==> src/rtl/netclk_gen.sv <==
// netclk_gen: Econet clock-master generator with glitch-free, period-aligned reconfiguration
module netclk_gen #(
    parameter int CNT_W      = 11,
    parameter int DEF_PERIOD = 200,
    parameter int DEF_LOW    = 20
) (
    input  logic             clk,
    input  logic             reset_n,
    input  logic             enable,
    input  logic [CNT_W-1:0] period_in,
    input  logic [CNT_W-1:0] low_in,
    input  logic             cfg_load,
    output logic             cfg_ack,
    output logic             cfg_err,
    output logic             netclk_out,
    output logic             netclk_oe,
    output logic             cycle_start,
    output logic             running
);
    typedef enum logic [1:0] {IDLE, RUN, STOPPING} state_e;
    state_e state_q, state_d;
    logic [CNT_W-1:0] cnt_q, cnt_d, per_q, per_d, low_q, low_d, shp_q, shp_d, shl_q, shl_d;
    logic pend_q, pend_d, wrap, apply, cfg_ok, idle_load, busy_load;
    logic out_q, out_d, oe_q, oe_d, cs_q, cs_d, ack_q, ack_d, err_q, err_d, run_q, run_d;

    always_ff @(posedge clk or negedge reset_n) begin
        if (!reset_n) begin
            state_q <= IDLE;
            cnt_q   <= '0;
            per_q   <= CNT_W'(DEF_PERIOD);
            low_q   <= CNT_W'(DEF_LOW);
            shp_q   <= '0;
            shl_q   <= '0;
            pend_q  <= 1'b0;
            out_q   <= 1'b1;
            oe_q    <= 1'b0;
            cs_q    <= 1'b0;
            ack_q   <= 1'b0;
            err_q   <= 1'b0;
            run_q   <= 1'b0;
        end else begin
            state_q <= state_d;
            cnt_q   <= cnt_d;
            per_q   <= per_d;
            low_q   <= low_d;
            shp_q   <= shp_d;
            shl_q   <= shl_d;
            pend_q  <= pend_d;
            out_q   <= out_d;
            oe_q    <= oe_d;
            cs_q    <= cs_d;
            ack_q   <= ack_d;
            err_q   <= err_d;
            run_q   <= run_d;
        end
    end

    // While idle a valid config goes live at once; otherwise it waits in the shadow for a boundary.
    always_comb begin
        cfg_ok    = period_in >= CNT_W'(4) && low_in != '0 && low_in <= period_in - CNT_W'(2);
        idle_load = cfg_load && cfg_ok && state_q == IDLE;
        busy_load = cfg_load && cfg_ok && state_q != IDLE;
        wrap      = state_q != IDLE && cnt_q == per_q - CNT_W'(1);
        apply     = wrap && pend_q;
        state_d   = state_q == IDLE ? (enable ? RUN : IDLE)
                  : state_q == RUN  ? (enable ? RUN : STOPPING)
                  : wrap            ? (enable ? RUN : IDLE) : STOPPING;
        cnt_d     = (state_q == IDLE || wrap) ? '0 : cnt_q + CNT_W'(1);
        per_d     = idle_load ? period_in : apply ? shp_q : per_q;
        low_d     = idle_load ? low_in : apply ? shl_q : low_q;
        shp_d     = busy_load ? period_in : shp_q;
        shl_d     = busy_load ? low_in : shl_q;
        pend_d    = busy_load ? 1'b1 : (apply || idle_load) ? 1'b0 : pend_q;
    end

    always_comb begin
        out_d = state_d == IDLE ? 1'b1 : cnt_d >= low_d;
        oe_d  = state_d != IDLE;
        run_d = state_d != IDLE;
        cs_d  = state_d != IDLE && cnt_d == '0;
        ack_d = apply || idle_load;
        err_d = cfg_load && !cfg_ok;
    end

    assign netclk_out  = out_q;
    assign netclk_oe   = oe_q;
    assign cycle_start = cs_q;
    assign cfg_ack     = ack_q;
    assign cfg_err     = err_q;
    assign running     = run_q;
endmodule
==> config.mk <==
export PLATFORM = sky130hd
export DESIGN_NAME = netclk_gen
export DESIGN_NICKNAME = d
export VERILOG_FILES = /design/src/rtl/netclk_gen.sv
export SDC_FILE = /design/constraint.sdc
export NUM_CORES = 1
export LEC_CHECK = 0
export ABC_AREA = 1
export CORE_UTILIZATION = 45
export DETAILED_ROUTE_END_ITERATION = 6
export SLEW_MARGIN = 20
export SYNTH_ARGS = -nofsm -noshare
export SYNTH_HDL_FRONTEND = slang
export SYNTH_SLANG_ARGS = --single-unit
==> constraint.sdc <==
create_clock -name clk -period 4.8 [get_ports clk]
set_clock_uncertainty 0.1 [all_clocks]
set_input_delay 0.96 -clock clk [delete_from_list [all_inputs] [get_ports clk]]
set_output_delay 0.96 -clock clk [all_outputs]
set_load 0.01 [all_outputs]
==> flow_summary.ini <==
[synth]
ys_ff_latch = 63
postSynthCellCount = 514
ys.flop_type = dfrtp_1
synth_warnings = 0
synth.most_common_cell = nand2_1
seq_area_frac_synth = 0.3930
async_flop_share = 1.000
synthDistinctLibCells = 35
yosys-top-cells-count = 109 x nand2_1, 67 x inv_1, 57 x dfrtp_1, 40 x nor2_1, 32 x nand3_1
synth-edff-count = 0
syn_area_um2 = 4030
synth_area_leaders = dfrtp_1 35%, nand2_1 10%, ha_1 7.8%
syn_area_per_cell_um2 = 7.841
syn_nets = 565
synth_area_leader_cell = dfrtp_1
synth_top_area_frac = 0.3539

[worst_setup_path]
cp-start-kind = input port
reg2reg_from = per_q[0]
required_ns = 4.98
path_class = in2reg
path_max_fanout = 9
startpoint = period_in[1]
critical_path_arrival_ns = 4.55
critPathCaptureType = register

[sta]
fin_crit_sh = 0.9096
fin_tns_setup_ns = 0
fin_crit_ns = 4.366
relSlewSlack = 0.4761
final-hold-violation-count = 0
fmax_mhz = 229.0
setup-violations-final = 0
worstMarginPinSlew_ns = 0.7849
slew_violations = 0
rsz0062_at_grt = no

[final_layout]
nNetsFinal = 597
area_growth_pct = 13.63
layout-drive-gt1-share = 0.1343
n_antenna_cell = 0
instances_no_fill = 659

[detailed_routing]
first_iter_violations = 175
route.detailed.drc = 0
wl_um = 9302
viasPerCell = 5.115
drt_pass1_iterations = 4
vias = 3371
drtAntennaViolNets = 0
wire_per_inst_um = 14.12

[clocking]
clk-insertion-delay-late_ns = 0.34
cts_tree = built
cts_max_level = 3
cts_hold_buffers = 0
post-cts-setup-buffers = 0
cts-resized-gates = 0
numCtsBuffers = 9
path_clk_slew_ns = 0.07
clk_path_buf_depth = 2
cts.sinks = 63
clockRootBuffer = clkbuf_8

[power]
p_per_area_nw_per_um2 = 241.1
ir_drop_mv = 0.1612
p_comb_frac = 0.114
power.share.sequential = 0.533
power.internal_mw = 0.8030
p_switching_mw = 0.3012
p_leak_nw = 2.272
power.switching_fraction = 0.2728
clkPwrFrac = 0.352

[placed_design]
gp_congestion = 0.8514
port_buffers = 31
place_hpwl_um = 7219
place_inst = 643

[floorplan]
io_pins = 32
die_x_um = 96.64
core_area_um2 = 8678
die_h_um = 96.64
die-area_um2 = 9338
num_rows = 34
start_util = 0.4644

[status]
status = finished clean

[global_routing]
track_usage = 0.2122
antenna_found_initial = 0
grt_max_degree = 46
grt_pass1_wl_um = 15660
grt_pass1_vias = 3301
gr-total-overflow = 0

[worst_hold_path]
holdCritStartpoint = shl_q[0]
hp-class = reg2reg

[run]
cap_violations = 0
==> cell usage in the layout, fill, tap and decap left out, types with 15 or more instances in the layout <==
cell type	n
nand2_2	17
inv_1	67
nand4_1	20
ha_1	25
nand2_1	109
nor2_1	40
dfrtp_1	57
o211ai_1	15
o21ai_0	28
clkdlybuf4s50_1	30
nand3_1	32
==> flip-flops by register name, indices dropped and copies added (netlist names), 2 cells and up <==
| register | count |
|---|---|
| cnt_q | 11 |
| low_q | 11 |
| per_q | 11 |
| shl_q | 11 |
| shp_q | 11 |
| state_q | 2 |
==> worst max-delay path: stages <==
cell and delay [ns]:
clkdlybuf4s50_1 0.45, inv_1 0.15, nand4_1 0.15, nor3_1 0.26
nand3_1 0.13, xor2_1 0.16, ha_1 0.28, nand2_1 0.07
nor2_1 0.17, nand4_1 0.10, nand2_1 0.07, and2_1 0.14
nand3_2 0.21, nand3_2 0.16, nand2_2 0.07, ha_1 0.29
nand2_1 0.06, o21ai_0 0.14, nand3_1 0.08, nand2_1 0.06
a21boi_0 0.07, o21ai_0 0.15, nand3_1 0.09, nand4_1 0.08
==> cell families (layout without fill, tap and decap cells) <==
group                      after synthesis  in the layout  synth area share
AOI/OAI and AO/OA                       65             65           0.09593
buffers and inverters                   97            134           0.09997
adders and majority gates               25             25           0.07762
and+or+nand+nor                        244            244            0.2900
xor gates and xnor gates                20             20           0.04347
DFF                                     63             63            0.3930
==> power groups by stage <==
stage / Combinational, mW / Sequential [mW] / Clock, mW
after floorplan: 0.0695 / 0.594 / 0
after global placement: 0.124 / 0.597 / 0
after detailed placement: 0.127 / 0.598 / 0
after CTS: 0.128 / 0.588 / 0.402
after global routing: 0.145 / 0.592 / 0.425
final: 0.126 / 0.589 / 0.389
==> layer usage <==
| metal | track usage | up-vias | routed length [um] |
|---|---|---|---|
| li1 | - | 1727 | - |
| met1 | 0.2875 | 1562 | 4556 |
| met2 | 0.3321 | 69 | 4226 |
| met3 | 0.04552 | 13 | 305 |
| met4 | 0.08266 | 0 | 214 |
| met5 | 0 | - | 0 |
==> through the flow <==
step | hold slack [ns] | power [mW] | cell area [um2] | setup WS (ns) | utilization
3_5_place_dp | 0.3734 | 0.7248 | 4420 | 0.04784 | 0.5094
2_1_floorplan | 0.3534 | 0.6634 | 4030 | 0.6857 | -
4_1_cts | 0.3891 | 1.118 | 4579 | 0.4066 | 0.5277
5_1_grt | 0.3976 | 1.162 | 4579 | 0.04805 | 0.5277
3_3_place_gp | 0.3669 | 0.7208 | 4420 | 0.1711 | 0.5094
6_report | 0.3849 | 1.104 | 4579 | 0.4339 | 0.5277
==> worst paths after layout <==
path / to / slack, ns / depth (start not counted)
max: netclk_out / 0.43 / 24
min: shl_q[0] / 0.38 / 2
max reg2reg: netclk_out / 1.17 / 24
min reg2reg: shl_q[0] / 0.38 / 2
max in group asynchronous: per_q[3] / 3.14 / 2
min in group asynchronous: running / 0.53 / 1
==> final cells by class <==
| class | instances | area (um2) |
|---|---|---|
| fillers | 864 | 4099 |
| multi-input cells | 354 | 2043 |
| flip-flops and latches | 63 | 1584 |
| repair buffers | 38 | 357.8 |
| inverters | 80 | 300.3 |
| well taps | 108 | 135.1 |
| clock buffers | 11 | 131.4 |
| clock inverters | 5 | 27.53 |
(Power assumes the default switching activity.)
==> RTL edit 1, RTL diff (config.mk and constraints unchanged) <==
Change the parameter `CNT_W` from 11 to 22.
--- a/src/rtl/netclk_gen.sv
+++ b/src/rtl/netclk_gen.sv
@@ -1,6 +1,6 @@
 // netclk_gen: Econet clock-master generator with glitch-free, period-aligned reconfiguration
 module netclk_gen #(
-    parameter int CNT_W      = 11,
+    parameter int CNT_W      = 22,
     parameter int DEF_PERIOD = 200,
     parameter int DEF_LOW    = 20
 ) (
Interface: changed (resized low_in and period_in); port bits go from 32 to 54. No check against the original RTL was run, so the function may have changed too.
==> RTL edit 1 against the original RTL <==
The flow now finishes with violations (negative setup slack). Synthesized cell count rose by 120%. Area after synthesis increased by 100%. Global-route usage increased by 7.1 points. Critical path depth grew 9. Power grew 140%. Routed wire length grew to 2.7 times the old value. Cell area increased by 130%. Sequential cell count rose by 55. Worst setup slack got worse by 0.47 ns. Worst hold slack got worse by 0.0014 ns. Via count rose by 130%. Largest cell class unchanged.
==> RTL edit 1: results (changes against the original RTL) <==
[run_status]
outcome = complete, but fails checks
violations = negative setup slack

[sta]
setup_viol = 1  ; +1
setup_slack_ns = -0.0324  ; -0.466 ns

[grt]
gr-usage-met1_pct = 37.9  ; +9.2 points
use_met3_pct = 5.67  ; +1.1 points
grt_usage_pct = 28.3  ; +7.1 points

[clocking]
htreeDepth = 4  ; +1
numCtsBuffers = 17  ; +8
clk_latency_ns = 0.43  ; +0.09 ns

[power]
vdd_drop_max_v = 0.000252  ; +56%
p_sw_uw = 712  ; +140%
power_leakage_uw = 0.00517  ; +130%

[detailed_routing]
wl_met2_um = 11500  ; +170%
firstDrtPassIters = 5  ; +1
dr_total_vias = 7772  ; +130%
wl_per_cell_um = 16.4  ; +16%

[placement]
port_buffers = 53  ; +71%
dp_hpwl_um = 19200  ; +170%
dp_slack_ns = -0.771  ; -0.819 ns

[hold_path]
min_to = shp_q[14]$_DFFE_PN0P_

[cells_and_area]
final_layout_size_suffix_gt1_share_pct = 18.2  ; +4.7 points
fillCellCount = 1660  ; +92%

[synthesis]
synthDistinctLibCells = 41  ; +17%
syn_nets = 1232  ; +120%

[setup_path]
cp_slowest_stage_delay_ns = 0.39  ; -0.06 ns

==> RTL edit 1: cell types whose count changed after synthesis, moves of 26 or more <==
cell and change:
xor2_1 +27, nand2_1 +174, nand3_1 +26, dfrtp_1 +55, o21ai_1 +27, a21oi_1 +40, inv_1 +83, nor2_1 +104
==> RTL edit 1: cell type report <==
type | instances | share of cell area (%)
clock inverters | 14 | 1.56
flip-flops and latches | 118 | 28.5
repair buffers | 143 | 12.3
clock buffers | 18 | 4.22
inverters | 174 | 6.35
multi-input cells | 816 | 44.4
well taps | 225 | 2.71
==> RTL edit 1: stage by stage <==
step                      utilization [%]  setup TNS, ns  hold WS [ns]  instances  instance area (um^2)
after floorplan                         -              0         0.353       1137                  8210
after global placement               54.2         -0.688         0.366       1461                  9440
after detailed placement             54.2         -0.771         0.373       1461                  9440
after CTS                            58.4              0         0.387       1503                 10200
after global routing                 59.7         -0.362         0.410       1508                 10400
final                                59.7        -0.0324         0.384       1508                 10400
==> RTL edit 1: power groups by stage <==
stage                     Combinational, uW  Sequential, uW  Clock [uW]
after floorplan                         134            1100           0
after global placement                  283            1110           0
after detailed placement                286            1110           0
after CTS                               287            1090        1320
after global routing                    333            1100        1360
final                                   294            1090        1310
==> RTL edit 1: kinds of logic (layout without fill, tap and decap cells) <==
| logic type | after synthesis | after routing | share of synthesized area [%] |
|---|---|---|---|
| AND/OR/NAND/NOR | 557 | 557 | 29.7 |
| flip-flops | 118 | 118 | 36.5 |
| XOR/XNOR | 51 | 51 | 5.68 |
| buffers and inverters | 203 | 349 | 9.93 |
| AO/OA/AOI/OAI | 161 | 161 | 10.9 |
| adder cells (fa/ha/maj) | 47 | 47 | 7.26 |
==> RTL edit 1: tightest hold or removal path, cell delays in order, from the launching register on <==
cell and delay, ns:
dfrtp_1 0.34, nand2_1 0.05, o21ai_0 0.06
==> RTL edit 2, RTL diff (same settings) <==
Made on the original files. Encoding of `state_e`: now one-hot (3 bits for 3 states).
--- a/src/rtl/netclk_gen.sv
+++ b/src/rtl/netclk_gen.sv
@@ -17,7 +17,7 @@
     output logic             cycle_start,
     output logic             running
 );
-    typedef enum logic [1:0] {IDLE, RUN, STOPPING} state_e;
+    typedef enum logic [2:0] {IDLE = 3'b001, RUN = 3'b010, STOPPING = 3'b100} state_e;
     state_e state_q, state_d;
     logic [CNT_W-1:0] cnt_q, cnt_d, per_q, per_d, low_q, low_d, shp_q, shp_d, shl_q, shl_d;
     logic pend_q, pend_d, wrap, apply, cfg_ok, idle_load, busy_load;
Behaviour: same outputs for any inputs over 10 cycles, from zero or initial values and one cycle with reset_n low; not proved beyond that.
==> RTL edit 2 against the original RTL <==
The flow now finishes with violations (design-rule violations). Cell area up 4.1%. Area after synthesis increased by 2.6%. Sequential share of layout area decreased by 0.81 points. Non-clock buffer count grew 5. Sequential cell count rose by 1. Worst setup slack better by 0.031 ns. Synthesized cell count up 6.0%. Power rose by 4.9%. Worst hold slack lost 0.00078 ns. Utilization increased by 1.4 points. Routed wire length is 11% higher. Highest routed layer unchanged.
==> RTL edit 2: results (changes against the original RTL) <==
[synthesis]
synthesis.instances = 545  ; +6.0%
synth_seq_cells = 64  ; +1.6%
seq_area_frac_synth_pct = 38.9  ; -0.38 points
synth_compound_area_share_pct = 6.72  ; -2.9 points
synthTopCellsByArea = dfrtp_1 (34%), nand2_1 (11%), ha_1 (7.6%)
syn_nets = 596  ; +5.5%
synth_xor_area_share_pct = 3.81  ; -0.54 points
synth_adder_area_share_pct = 7.56  ; -0.20 points

[setup_path]
rr_worst_depth = 22  ; -8.3%
critical_path_arrival_ns = 4.51  ; -0.04 ns
startpoint = period_in[5]
cp_max_fo = 10  ; +1
worst_r2r_startpoint = per_q[1]$_DFFE_PN0P_

[placement]
dp_hpwl_um = 7760  ; +7.5%
place_congestion = 0.960  ; +13%

[run_status]
outcome = complete, but fails checks
violations = design-rule violations

[hold_path]
hp-start = shp_q[8]$_DFFE_PN0P_
min_to = per_q[8]$_DFFE_PN0P_

[detailed_routing]
drtIter0Drc = 204  ; +17%
drc = 1  ; +1
firstDrtPassIters = 7  ; +3
dr_total_vias = 3648  ; +8.2%

[cells_and_area]
multiInputGateArea_um2 = 2130  ; +4.0%
final_layout_size_suffix_gt1_share_pct = 14.4  ; +0.95 points
multi_input_cells = 378  ; +6.8%
fillCellCount = 870  ; +0.69%
buffer_area_share_pct = 8.56  ; +0.74 points
num-nonclk-inverters = 83  ; +3.8%
buffers = 43  ; +13%

[power]
power_leakage_uw = 0.00232  ; +1.9%
cell_internal_pwr_uw = 847  ; +5.4%

[sta]
worst_pin_slew_ns = 0.699  ; -0.0861 ns

RTL edit 2: stage by stage:
stage	worst slack [ns]	hold slack (ns)	util, %	cell area (um^2)
floorplan	0.774	0.346	-	4140
global placement	0.170	0.366	51.9	4570
detailed placement	0.00466	0.373	51.9	4570
CTS	0.366	0.386	53.9	4750
global route	0.0323	0.403	54.1	4770
finish	0.464	0.384	54.1	4770
RTL edit 2: repair_timing:
action / CTS / global route
gates resized for setup: 0 / 3
setup endpoints to repair: 0 / 1
setup buffers: 0 / 1
hold buffers: 0 / 0
RTL edit 2: routing by layer:
metal | global-route usage, % | vias to the layer above | part of all wire, %
met5 | 0 | - | 0
met4 | 8.28 | 0 | 1.8
met3 | 3.44 | 13 | 4.1
met2 | 38.0 | 84 | 46
met1 | 33.2 | 1713 | 48
li1 | - | 1838 | -
